<file path="src/rtl/uart_mem_bridge_pkg.sv">
// Shared types and constants for the UART memory bridge.
package uart_mem_bridge_pkg;

  // Command opcode carried in cmd[7:4].
  typedef enum logic [3:0] {
    OP_WRITE = 4'h1,
    OP_READ  = 4'h2,
    OP_RUN   = 4'h3,
    OP_HALT  = 4'h4,
    OP_PING  = 4'h5
  } op_t;

  // Frame-level protocol state.
  typedef enum logic [3:0] {
    IDLE,
    HDR_ADDR,
    HDR_LEN,
    WR_DATA,
    WR_MEM,
    RD_REQ,
    RD_WAIT,
    RD_SEND,
    SEND_SUM,
    SEND_BYTE
  } state_t;

  localparam logic [7:0] RSP_ACK = 8'hA5;
  localparam logic [7:0] RSP_ERR = 8'hEE;

endpackage

</file>
<file path="src/rtl/bridge_timeout.sv">
// Idle watchdog for a partially received frame: fires after TIMEOUT_CYC
// consecutive armed cycles without an rx byte.
module bridge_timeout #(
  parameter int TIMEOUT_CYC = 2000000
) (
  input  logic clk_i,
  input  logic rst_i,
  input  logic clear_i,
  input  logic run_i,
  output logic expired_o
);

  localparam int CNT_W = $clog2(TIMEOUT_CYC + 1);

  logic [CNT_W-1:0] count;

  // A byte arriving in the same cycle always wins over expiry.
  assign expired_o = run_i && !clear_i && (count == CNT_W'(TIMEOUT_CYC - 1));

  // Count idle armed cycles; any rx transfer or leaving the armed states restarts.
  always_ff @(posedge clk_i or posedge rst_i) begin
    if (rst_i) begin
      count <= '0;
    end else if (clear_i || !run_i) begin
      count <= '0;
    end else if (!expired_o) begin
      count <= count + CNT_W'(1);
    end
  end

endmodule

</file>
<file path="src/rtl/uart_mem_bridge.sv">
// UART framed-protocol loader/debug engine: byte writes and reads on NUM_CH
// memory targets, CPU reset control, checksum, frame timeout and error reply.
module uart_mem_bridge
  import uart_mem_bridge_pkg::*;
#(
  parameter int         XLEN        = 32,
  parameter int         NUM_CH      = 2,
  parameter int         RD_LAT      = 1,
  parameter int         TIMEOUT_CYC = 2000000,
  parameter logic [7:0] VERSION     = 8'h21
) (
  input  logic                   clk_i,
  input  logic                   rst_i,
  input  logic [7:0]             rx_data_i,
  input  logic                   rx_vld_i,
  output logic                   rx_rdy_o,
  output logic [7:0]             tx_data_o,
  output logic                   tx_vld_o,
  input  logic                   tx_rdy_i,
  output logic                   cpu_rst_o,
  output logic                   mem_own_o,
  output logic [NUM_CH-1:0]      mem_ch_o,
  output logic [XLEN-1:0]        mem_addr_o,
  output logic                   mem_wr_en_o,
  output logic [XLEN-1:0]        mem_wr_data_o,
  output logic [XLEN/8-1:0]      mem_byte_en_o,
  output logic                   mem_rd_en_o,
  input  logic [NUM_CH*XLEN-1:0] mem_rd_data_i
);

  localparam int NB    = XLEN / 8;
  localparam int IDX_W = (NB > 1) ? $clog2(NB) : 1;
  localparam int LAT_W = (RD_LAT > 1) ? $clog2(RD_LAT) : 1;

  state_t           state;
  logic             is_read;
  logic [3:0]       ch;
  logic [XLEN-1:0]  addr;
  logic [XLEN-1:0]  len;
  logic [7:0]       sum;
  logic [IDX_W-1:0] hdr_idx;
  logic [LAT_W-1:0] lat_cnt;

  logic             rx_fire;
  logic             tx_fire;
  logic             hdr_last;
  logic             ch_ok;
  logic             timed_out;
  logic             timer_run;
  op_t              cmd_op;
  logic [3:0]       cmd_ch;
  logic [XLEN-1:0]  hdr_word;
  logic [XLEN-1:0]  next_addr;
  logic [IDX_W-1:0] lane;
  logic [7:0]       rd_byte;

  // Byte-lane strobe for a byte address.
  function automatic logic [NB-1:0] lane_mask(input logic [XLEN-1:0] a);
    return (NB > 1) ? (NB'(1) << a[IDX_W-1:0]) : '1;
  endfunction

  assign rx_fire   = rx_vld_i && rx_rdy_o;
  assign tx_fire   = tx_vld_o && tx_rdy_i;
  assign cmd_op    = op_t'(rx_data_i[7:4]);
  assign cmd_ch    = rx_data_i[3:0];
  assign ch_ok     = int'(cmd_ch) < NUM_CH;
  assign hdr_last  = (hdr_idx == IDX_W'(NB - 1));
  assign next_addr = addr + XLEN'(1);
  assign lane      = (NB > 1) ? addr[IDX_W-1:0] : '0;
  assign rd_byte   = mem_rd_data_i[int'(ch)*XLEN + int'(lane)*8 +: 8];
  assign mem_own_o = cpu_rst_o;
  assign timer_run = (state == HDR_ADDR) || (state == HDR_LEN) || (state == WR_DATA);

  // Header word being assembled: the current field with this rx byte merged into its lane.
  // NOTE: every variable written in always_comb gets a default first, so no latch is inferred.
  always_comb begin
    hdr_word = (state == HDR_LEN) ? len : addr;
    hdr_word[hdr_idx*8 +: 8] = rx_data_i;
  end

  bridge_timeout #(
    .TIMEOUT_CYC (TIMEOUT_CYC)
  ) u_timeout (
    .clk_i     (clk_i),
    .rst_i     (rst_i),
    .clear_i   (rx_fire),
    .run_i     (timer_run),
    .expired_o (timed_out)
  );

  // Protocol FSM with all outputs registered.
  // NOTE: sequential state uses non-blocking assignments so every register samples pre-edge values.
  always_ff @(posedge clk_i or posedge rst_i) begin
    if (rst_i) begin
      state         <= IDLE;
      is_read       <= 1'b0;
      ch            <= '0;
      addr          <= '0;
      len           <= '0;
      sum           <= '0;
      hdr_idx       <= '0;
      lat_cnt       <= '0;
      rx_rdy_o      <= 1'b0;
      tx_data_o     <= '0;
      tx_vld_o      <= 1'b0;
      cpu_rst_o     <= 1'b1;
      mem_ch_o      <= '0;
      mem_addr_o    <= '0;
      mem_wr_en_o   <= 1'b0;
      mem_wr_data_o <= '0;
      mem_byte_en_o <= '0;
      mem_rd_en_o   <= 1'b0;
    end else begin
      case (state)
        IDLE: begin
          if (rx_fire) begin
            sum     <= '0;
            hdr_idx <= '0;
            ch      <= cmd_ch;
            if ((cmd_op == OP_WRITE || cmd_op == OP_READ) && ch_ok && cpu_rst_o) begin
              is_read <= (cmd_op == OP_READ);
              state   <= HDR_ADDR;
            end else begin
              rx_rdy_o <= 1'b0;
              tx_vld_o <= 1'b1;
              state    <= SEND_BYTE;
              case (cmd_op)
                OP_RUN: begin
                  cpu_rst_o <= 1'b0;
                  tx_data_o <= RSP_ACK;
                end
                OP_HALT: begin
                  cpu_rst_o <= 1'b1;
                  tx_data_o <= RSP_ACK;
                end
                OP_PING: tx_data_o <= VERSION;
                default: tx_data_o <= RSP_ERR;
              endcase
            end
          end else begin
            rx_rdy_o <= 1'b1;
          end
        end

        HDR_ADDR: begin
          if (rx_fire) begin
            addr <= hdr_word;
            if (hdr_last) begin
              hdr_idx <= '0;
              state   <= HDR_LEN;
            end else begin
              hdr_idx <= hdr_idx + IDX_W'(1);
            end
          end else if (timed_out) begin
            state <= IDLE;
          end
        end

        HDR_LEN: begin
          if (rx_fire) begin
            len <= hdr_word;
            if (!hdr_last) begin
              hdr_idx <= hdr_idx + IDX_W'(1);
            end else if (hdr_word == '0) begin
              rx_rdy_o  <= 1'b0;
              tx_vld_o  <= 1'b1;
              tx_data_o <= sum;
              state     <= SEND_SUM;
            end else if (is_read) begin
              rx_rdy_o      <= 1'b0;
              mem_rd_en_o   <= 1'b1;
              mem_ch_o      <= NUM_CH'(1) << ch;
              mem_addr_o    <= addr;
              mem_byte_en_o <= lane_mask(addr);
              state         <= RD_REQ;
            end else begin
              state <= WR_DATA;
            end
          end else if (timed_out) begin
            state <= IDLE;
          end
        end

        WR_DATA: begin
          if (rx_fire) begin
            rx_rdy_o      <= 1'b0;
            mem_wr_en_o   <= 1'b1;
            mem_ch_o      <= NUM_CH'(1) << ch;
            mem_addr_o    <= addr;
            mem_wr_data_o <= {NB{rx_data_i}};
            mem_byte_en_o <= lane_mask(addr);
            sum           <= sum + rx_data_i;
            state         <= WR_MEM;
          end else if (timed_out) begin
            state <= IDLE;
          end
        end

        WR_MEM: begin
          mem_wr_en_o   <= 1'b0;
          mem_ch_o      <= '0;
          mem_byte_en_o <= '0;
          addr          <= next_addr;
          len           <= len - XLEN'(1);
          if (len == XLEN'(1)) begin
            tx_vld_o  <= 1'b1;
            tx_data_o <= sum;
            state     <= SEND_SUM;
          end else begin
            rx_rdy_o <= 1'b1;
            state    <= WR_DATA;
          end
        end

        RD_REQ: begin
          mem_rd_en_o   <= 1'b0;
          mem_ch_o      <= '0;
          mem_byte_en_o <= '0;
          lat_cnt       <= LAT_W'(RD_LAT - 1);
          state         <= RD_WAIT;
        end

        RD_WAIT: begin
          if (lat_cnt == '0) begin
            tx_data_o <= rd_byte;
            tx_vld_o  <= 1'b1;
            sum       <= sum + rd_byte;
            state     <= RD_SEND;
          end else begin
            lat_cnt <= lat_cnt - LAT_W'(1);
          end
        end

        RD_SEND: begin
          if (tx_fire) begin
            addr <= next_addr;
            len  <= len - XLEN'(1);
            if (len == XLEN'(1)) begin
              tx_data_o <= sum;
              state     <= SEND_SUM;
            end else begin
              tx_vld_o      <= 1'b0;
              mem_rd_en_o   <= 1'b1;
              mem_ch_o      <= NUM_CH'(1) << ch;
              mem_addr_o    <= next_addr;
              mem_byte_en_o <= lane_mask(next_addr);
              state         <= RD_REQ;
            end
          end
        end

        SEND_SUM, SEND_BYTE: begin
          if (tx_fire) begin
            tx_vld_o <= 1'b0;
            rx_rdy_o <= 1'b1;
            state    <= IDLE;
          end
        end

        default: state <= IDLE;
      endcase
    end
  end

endmodule

</file>
<file path="config.mk">
export PLATFORM = sky130hd
export DESIGN_NAME = uart_mem_bridge
export DESIGN_NICKNAME = d
export VERILOG_FILES = /design/src/rtl/uart_mem_bridge_pkg.sv /design/src/rtl/bridge_timeout.sv /design/src/rtl/uart_mem_bridge.sv
export SDC_FILE = /design/constraint.sdc
export NUM_CORES = 1
export LEC_CHECK = 0
export BUFFER_PORTS_ARGS = -buffer_cell sky130_fd_sc_hd__buf_4
export CAP_MARGIN = 20
export CELL_PAD_IN_SITES_DETAIL_PLACEMENT = 1
export CELL_PAD_IN_SITES_GLOBAL_PLACEMENT = 2
export CORE_MARGIN = 5
export CORE_UTILIZATION = 38
export DETAILED_ROUTE_END_ITERATION = 10
export PLACE_DENSITY_LB_ADDON = 0.1
export RECOVER_POWER = 25
export SLEW_MARGIN = 5
export SYNTH_ARGS = -nofsm -noshare
export SYNTH_HDL_FRONTEND = slang
export SYNTH_HIERARCHICAL = 1
export SYNTH_SLANG_ARGS = --single-unit
</file>
<file path="constraint.sdc">
create_clock -name clk_i -period 6.7 [get_ports clk_i]
set_clock_uncertainty 0.1 [all_clocks]
set_input_delay 0.67 -clock clk_i [delete_from_list [all_inputs] [get_ports clk_i]]
set_output_delay 0.67 -clock clk_i [all_outputs]
set_load 0.005 [all_outputs]
</file>
==> results of run 1 <==
cells in the mapped netlist, types with 4 or more instances:
library cell / instances
xnor2_1: 31
a211o_1: 7
ha_1: 17
nand4_1: 17
clkbuf_1: 87
mux2_2: 24
a21oi_1: 123
a22oi_1: 7
nor3_1: 34
nand3_1: 36
o32ai_1: 7
o22a_1: 13
or4_1: 10
a21o_1: 17
mux4_2: 16
o31ai_1: 8
xor2_1: 17
a22o_1: 5
o41ai_1: 8
buf_1: 6
nand2_1: 149
nor4_1: 20
a31oi_1: 24
buf_4: 29
or2_2: 6
nand3b_1: 5
o21a_1: 7
and3_1: 16
mux2_4: 30
o22ai_1: 7
dfrtp_1: 162
nand2b_1: 10
a31o_2: 4
mux2i_1: 26
nor2_1: 128
o21ai_0: 109
nor2b_1: 5
or3_1: 9
inv_1: 36
sequential cells by signal, indices dropped and copies added, names as in the netlist:
signal           flops
mem_byte_en_o        4
state                4
sum                  8
mem_ch_o             2
mem_wr_en_o          1
mem_rd_en_o          1
cpu_rst_o            1
addr                32
tx_data_o            8
hdr_idx              2
tx_vld_o             1
mem_addr_o          32
u_timeout/count     21
is_read              1
len                 32
rx_rdy_o             1
ch                   4
mem_wr_data_o        8
layer usage:
layer	track usage [%]	up-vias	part of all wire [%]
met5	0	-	0
met3	4.37	27	5.6
met2	37.8	309	45
met1	37.0	5479	49
met4	4.08	0	0.76
li1	-	4978	-
cells by family after synthesis:
kind of cell | synth area share, %
xor+xnor | 3.66
fa+ha+maj | 2.03
mux | 11.7
compound gates | 20.9
flops | 35.6
simple gates | 19.7
buf+inv | 6.53
where the power goes:
| group | internal (W) | switching [W] | leakage, nW | total, W |
|---|---|---|---|---|
| Sequential | 0.000984 | 0 | 2.21 | 0.000984 |
| Clock | 0.000714 | 0.000450 | 0.320 | 0.00116 |
| Combinational | 0.0000443 | 0.0000545 | 3.35 | 0.0000988 |
final cells by class:
class / count / area (µm²)
clock buffer: 21 / 450
sequential: 163 / 4080
clock inverter: 11 / 224
inverter: 37 / 140
fill: 3508 / 16300
tap: 390 / 488
timing repair buffer: 175 / 1340
multi-input combinational: 1014 / 6700
how the worst max path moves through the flow:
stage | from | endpoint | slack [ps] | cells after the start
2_1_floorplan | rst_i | addr[0]$_DFFE_PP0P_ | 2120 | 1
3_3_place_gp | hdr_idx[0]$_DFFE_PP0P_ | mem_addr_o[31]$_DFFE_PP0P_ | 2310 | 11
3_5_place_dp | hdr_idx[0]$_DFFE_PP0P_ | mem_addr_o[31]$_DFFE_PP0P_ | 2160 | 11
4_1_cts | hdr_idx[0]$_DFFE_PP0P_ | mem_addr_o[31]$_DFFE_PP0P_ | 2150 | 11
5_1_grt | hdr_idx[0]$_DFFE_PP0P_ | mem_addr_o[31]$_DFFE_PP0P_ | 1870 | 12
6_report | hdr_idx[0]$_DFFE_PP0P_ | mem_addr_o[31]$_DFFE_PP0P_ | 2140 | 12
stage by stage:
stage                     setup slack [ps]  cell area (µm²)  utilization, %  power (W)  instances
after global routing                  1870            13400            45.2    0.00231       1811
after CTS                             2150            13400            45.1    0.00227       1808
after detailed placement              2160            12700            42.8    0.00110       1776
after floorplan                       2120            11500               -    0.00105       1341
final                                 2140            13400            45.2    0.00225       1811
after global placement                2310            12700            42.8    0.00110       1776
==> metrics.yaml, run 1 <==
start_kind: "flop"
ys_ff_latch: 163
vdd_drop_max_mv: 0.171
tns_ps: 0
top_level_ports: 160
cp_slowest_stage_delay_ps: 770
final_common_cell: "buf_4"
drv_cap: 1
r2r_slack_ps: 2140
antenna_found_initial: 0
path_buf_inv: 3
die_width_um: 184
synthesis.instances: 1341
first_iter_violations: 954
routed_wl_um: 41800
setup_viol: 0
synth_async_sr_flop_share_pct: 100
power_density_mw_per_mm2: 167
cpMaxStageDelayCell: "nor4bb_1"
cts_sinks: 163
critPathCaptureType: "flop"
fin_crit_sh_pct: 68.0
relSlewSlack_pct: -188
cp_data_required_time_ps: 6930
netlist_area_mm2: 0.0115
drcViolationCount: 0
leakagePower_nw: 5.88
clk_latency_ps: 450
mostFrequentLayoutCells: "buf_4, dfrtp_1, nand2_1, nor2_1, a21oi_1"
cts_buffers: 17
syn-num-nets: 1435
ys.flop_type: "dfrtp_1"
outcome: "finished, violations left"
area_growth_pct: 16.9
hold_viol_final: 0
ys_types: 83
vias: 10800
cts_resized: 0
layout-drive-gt1-share_pct: 21.1
post_cts_buffers: 0
synth_seq_area_share_pct: 35.5
first_global_vias: 10900
avgRoutedWirePerCell_um: 23.1
io_buffers: 159
die_area_mm2: 0.0338
hpwl_um: 30500
rsz0062_at_grt: "false"
synth_area_leader_cell: "dfrtp_1"
synth_area_leaders: "dfrtp_1, a21oi_1, nand2_1"
reg2regPathDepth: 12
path_cells: "inv_1 -> ha_1 -> nor4bb_1 -> clkbuf_2 -> nand2_1 -> o311ai_0 -> nor4_1 -> nand4_1 -> o2111ai_4 -> o21ai_4 -> buf_4 -> mux2_2"
antenna_left: 0
avgSynthCellArea_um2: 8.56
ctsHoldBuffers: 0
nets: 1502
coreArea_mm2: 0.0297
grt_first_pass_wirelength_um: 65500
drtPass1Iterations: 5
max_freq_ghz: 0.219
crit_path_max_fanout: 32
chipHeight_um: 184
htree_levels: 4
ys_warn_count: 6
fp-row-count: 63
worst_slew_pin_slew_ps: 4300
hold-worst-slack_ps: 301
grt_max_degree: 89
grt_overflow_total: 0
synth-edff-count: 0
critical_path.top_delay_family: "simple AND/OR/NAND/NOR gates"
period_needed_ps: 4560
worstHoldPathType: "in2async"
worstReg2RegStart: "hdr_idx[0]$_DFFE_PP0P_"
drv_slew: 89
cts_root_buffer: "clkbuf_16"
viasPerCell: 5.96
violations: "capacitance limit, slew limit"
cts_max_path_buffers: 2
initial_core_util_pct: 38.6
synth.top_cell.area_share_pct: 35.3
antenna_cells: 0
tritoncts: "yes"
worstReg2RegEnd: "mem_addr_o[31]$_DFFE_PP0P_"
path_class: "reg2reg"
track_usage_pct: 24.6
path_clk_slew_ps: 70
cp.arrival_ps: 4790
place_congestion: 0.876
Power figures use the tool's default switching activity.
==> run 2: changes to the inputs <==
CORE_UTILIZATION = 35   (was 38)
clock period = 4.3 ns   (was 6.7 ns; I/O delays follow)
==> metrics.yaml, run 2 (synthesis gave the netlist of run 1 again) <==
outcome: "finished, violations left"  # unchanged
violations: "capacitance limit, slew limit"  # unchanged
vdd_drop_max_mv: 0.304  # was 0.171 mV
cp_slowest_stage_delay_ps: 690  # was 770 ps
cp_data_required_time_ps: 4530  # was 6930 ps
antenna_left: 0  # unchanged
path_buf_inv: 1  # was 3
antenna_found_initial: 0  # unchanged
cpMaxStageDelayCell: "or4b_1"  # was nor4bb_1
cts_root_buffer: "clkbuf_16"  # unchanged
vias: 10800  # about the same
power_density_mw_per_mm2: 246  # was 167 mW/mm²
chipHeight_um: 191  # was 184 µm
mostFrequentLayoutCells: "buf_4, dfrtp_1, nand2_1, nor2_1, a21oi_1"  # unchanged
start_kind: "flop"  # unchanged
area_growth_pct: 18.2  # was 16.9%
hold_viol_final: 0  # unchanged
initial_core_util_pct: 35.4  # was 38.6%
critical_path.top_delay_family: "simple AND/OR/NAND/NOR gates"  # unchanged
path_clk_slew_ps: 60  # was 70 ps
pwr-share-seq_pct: 46.0  # was 43.8%
grt_overflow_total: 0  # unchanged
combPwrFrac_pct: 4.8  # was 4.4%
instances_no_fill: 1882  # was 1811
tns_ps: 0  # unchanged
clk_latency_ps: 450  # about the same
cts_buffers: 17  # unchanged
path_class: "reg2reg"  # unchanged
worstReg2RegStart: "state[3]$_DFFE_PP0P_"  # was hdr_idx[0]$_DFFE_PP0P_
drcViolationCount: 0  # unchanged
cp.arrival_ps: 4210  # was 4790 ps
worstReg2RegEnd: "tx_data_o[2]$_DFFE_PP0P_"  # was mem_addr_o[31]$_DFFE_PP0P_
drv_cap: 2  # was 1
die_width_um: 191  # was 184 µm
hpwl_um: 31000  # was 30500 µm
leakagePower_nw: 5.95  # was 5.88 nW
post_cts_buffers: 0  # unchanged
htree_levels: 4  # unchanged
place_congestion: 0.887  # was 0.876
final_common_cell: "buf_4"  # unchanged
track_usage_pct: 23.5  # was 24.6%
nets: 1522  # was 1502
grt_first_pass_wirelength_um: 66700  # was 65500 µm
ctsHoldBuffers: 0  # unchanged
r2r_slack_ps: 320  # was 2140 ps
dpl.cell_count: 1851  # was 1776
io_buffers: 159  # unchanged
routed_wl_um: 42700  # was 41800 µm
drtPass1Iterations: 5  # unchanged
critPathCaptureType: "flop"  # unchanged
layout-drive-gt1-share_pct: 22.4  # was 21.1%
drv_slew: 110  # was 89
tritoncts: "yes"  # unchanged
p_int_w: 0.00257  # was 0.00174 W
top_regs: "addr: 32 flops, len: 32 flops, mem_addr_o: 32 flops"  # unchanged
rsz0062_at_grt: "false"  # unchanged
top_level_ports: 160  # unchanged
p_sw_share_pct: 22.8  # was 22.5%
path_cells: "buf_4 -> or4b_1 -> and3_4 -> a221o_1 -> nor4_1 -> nand4_1 -> nor2_1 -> a21o_1 -> mux2_2"  # was inv_1 -> ha_1 -> nor4bb_1 -> clkbuf_2 -> nand2_1 -> o311ai_0 -> nor4_1 -> nand4_1 -> o2111ai_4 -> o21ai_4 -> buf_4 -> mux2_2
max_freq_ghz: 0.251  # was 0.219 GHz
cts_resized: 0  # unchanged
power.switching_w: 0.000761  # was 0.000505 W
first_iter_violations: 683  # was 954
cts_sinks: 163  # unchanged
utilization_pct: 41.8  # was 45.2%
worstHoldPathType: "in2async"  # unchanged
viasPerCell: 5.74  # was 5.96
relSlewSlack_pct: -37.3  # was -188%
avgRoutedWirePerCell_um: 22.7  # was 23.1 µm
period_needed_ps: 3980  # was 4560 ps
reg2regPathDepth: 9  # was 12
setup_viol: 0  # unchanged
die_area_mm2: 0.0365  # was 0.0338 mm²
cts_max_path_buffers: 2  # unchanged
coreArea_mm2: 0.0325  # was 0.0297 mm²
antenna_cells: 0  # unchanged
fp-row-count: 66  # was 63
first_global_vias: 11200  # was 10900
worst_slew_pin_slew_ps: 2060  # was 4300 ps
clkPwrFrac_pct: 49.2  # was 51.8%
crit_path_max_fanout: 10  # was 32
fin_crit_sh_pct: 92.6  # was 68.0%
grt_max_degree: 76  # was 89
## run 2: cell types whose count changed in the layout (fill, tap and decap cells not counted), moves of 2 or more
cell	change
clkinv_2	+3
bufinv_16	-3
clkbuf_1	-2
clkbuf_8	+3
buf_4	+21
## run 2: worst max-delay path by stage
stage | end | from | slack [ps] | depth (start not counted)
2_1_floorplan | sum[7]$_DFFE_PP0P_ | addr[0]$_DFFE_PP0P_ | 280 | 14
3_3_place_gp | tx_data_o[2]$_DFFE_PP0P_ | state[3]$_DFFE_PP0P_ | 530 | 9
3_5_place_dp | tx_data_o[2]$_DFFE_PP0P_ | state[3]$_DFFE_PP0P_ | 360 | 9
4_1_cts | tx_data_o[2]$_DFFE_PP0P_ | state[3]$_DFFE_PP0P_ | 340 | 9
5_1_grt | tx_data_o[2]$_DFFE_PP0P_ | state[3]$_DFFE_PP0P_ | 100 | 10
6_report | tx_data_o[2]$_DFFE_PP0P_ | state[3]$_DFFE_PP0P_ | 320 | 9
## run 2: area by class of cell
| type | count | area [µm²] |
|---|---|---|
| Timing Repair Buffer | 195 | 1480 |
| Inverter | 37 | 140 |
| Sequential cell | 163 | 4080 |
| Multi-Input combinational cell | 1014 | 6690 |
| Clock inverter | 9 | 128 |
| Fill cell | 3849 | 18900 |
| Clock buffer | 22 | 484 |
| Tap cell | 442 | 553 |
## run 2: layer usage
metal | global-route usage (%) | part of all wire, %
met5 | 0 | 0
met4 | 5.47 | 1.5
met3 | 4.75 | 5.6
met2 | 36.8 | 45
met1 | 33.4 | 48
## run 2: worst register-to-register path, cell delays in order (launching register included)
cell and delay [ps]:
dfrtp_1 510, buf_4 230, or4b_1 700, and3_4 280, a221o_1 290, nor4_1 340, nand4_1 280, nor2_1 320
a21o_1 420, mux2_2 400
## run 2: stage by stage
step | hold slack, ps | setup WS (ps) | area (µm²) | power [W]
floorplan | 307 | 281 | 11500 | 0.00163
global placement | 392 | 528 | 13000 | 0.00173
detailed placement | 395 | 364 | 13000 | 0.00173
CTS | 45.0 | 340 | 13600 | 0.00338
global route | 164 | 104 | 13600 | 0.00345
finish | 75.3 | 319 | 13600 | 0.00333
## run 2: power groups by stage
stage                     Combinational (W)  Sequential [W]  Clock [W]
after floorplan                   0.0000684         0.00156          0
after global placement             0.000166         0.00156          0
after detailed placement           0.000168         0.00156          0
after CTS                          0.000168         0.00153    0.00168
after global routing               0.000177         0.00153    0.00174
final                              0.000161         0.00153    0.00164
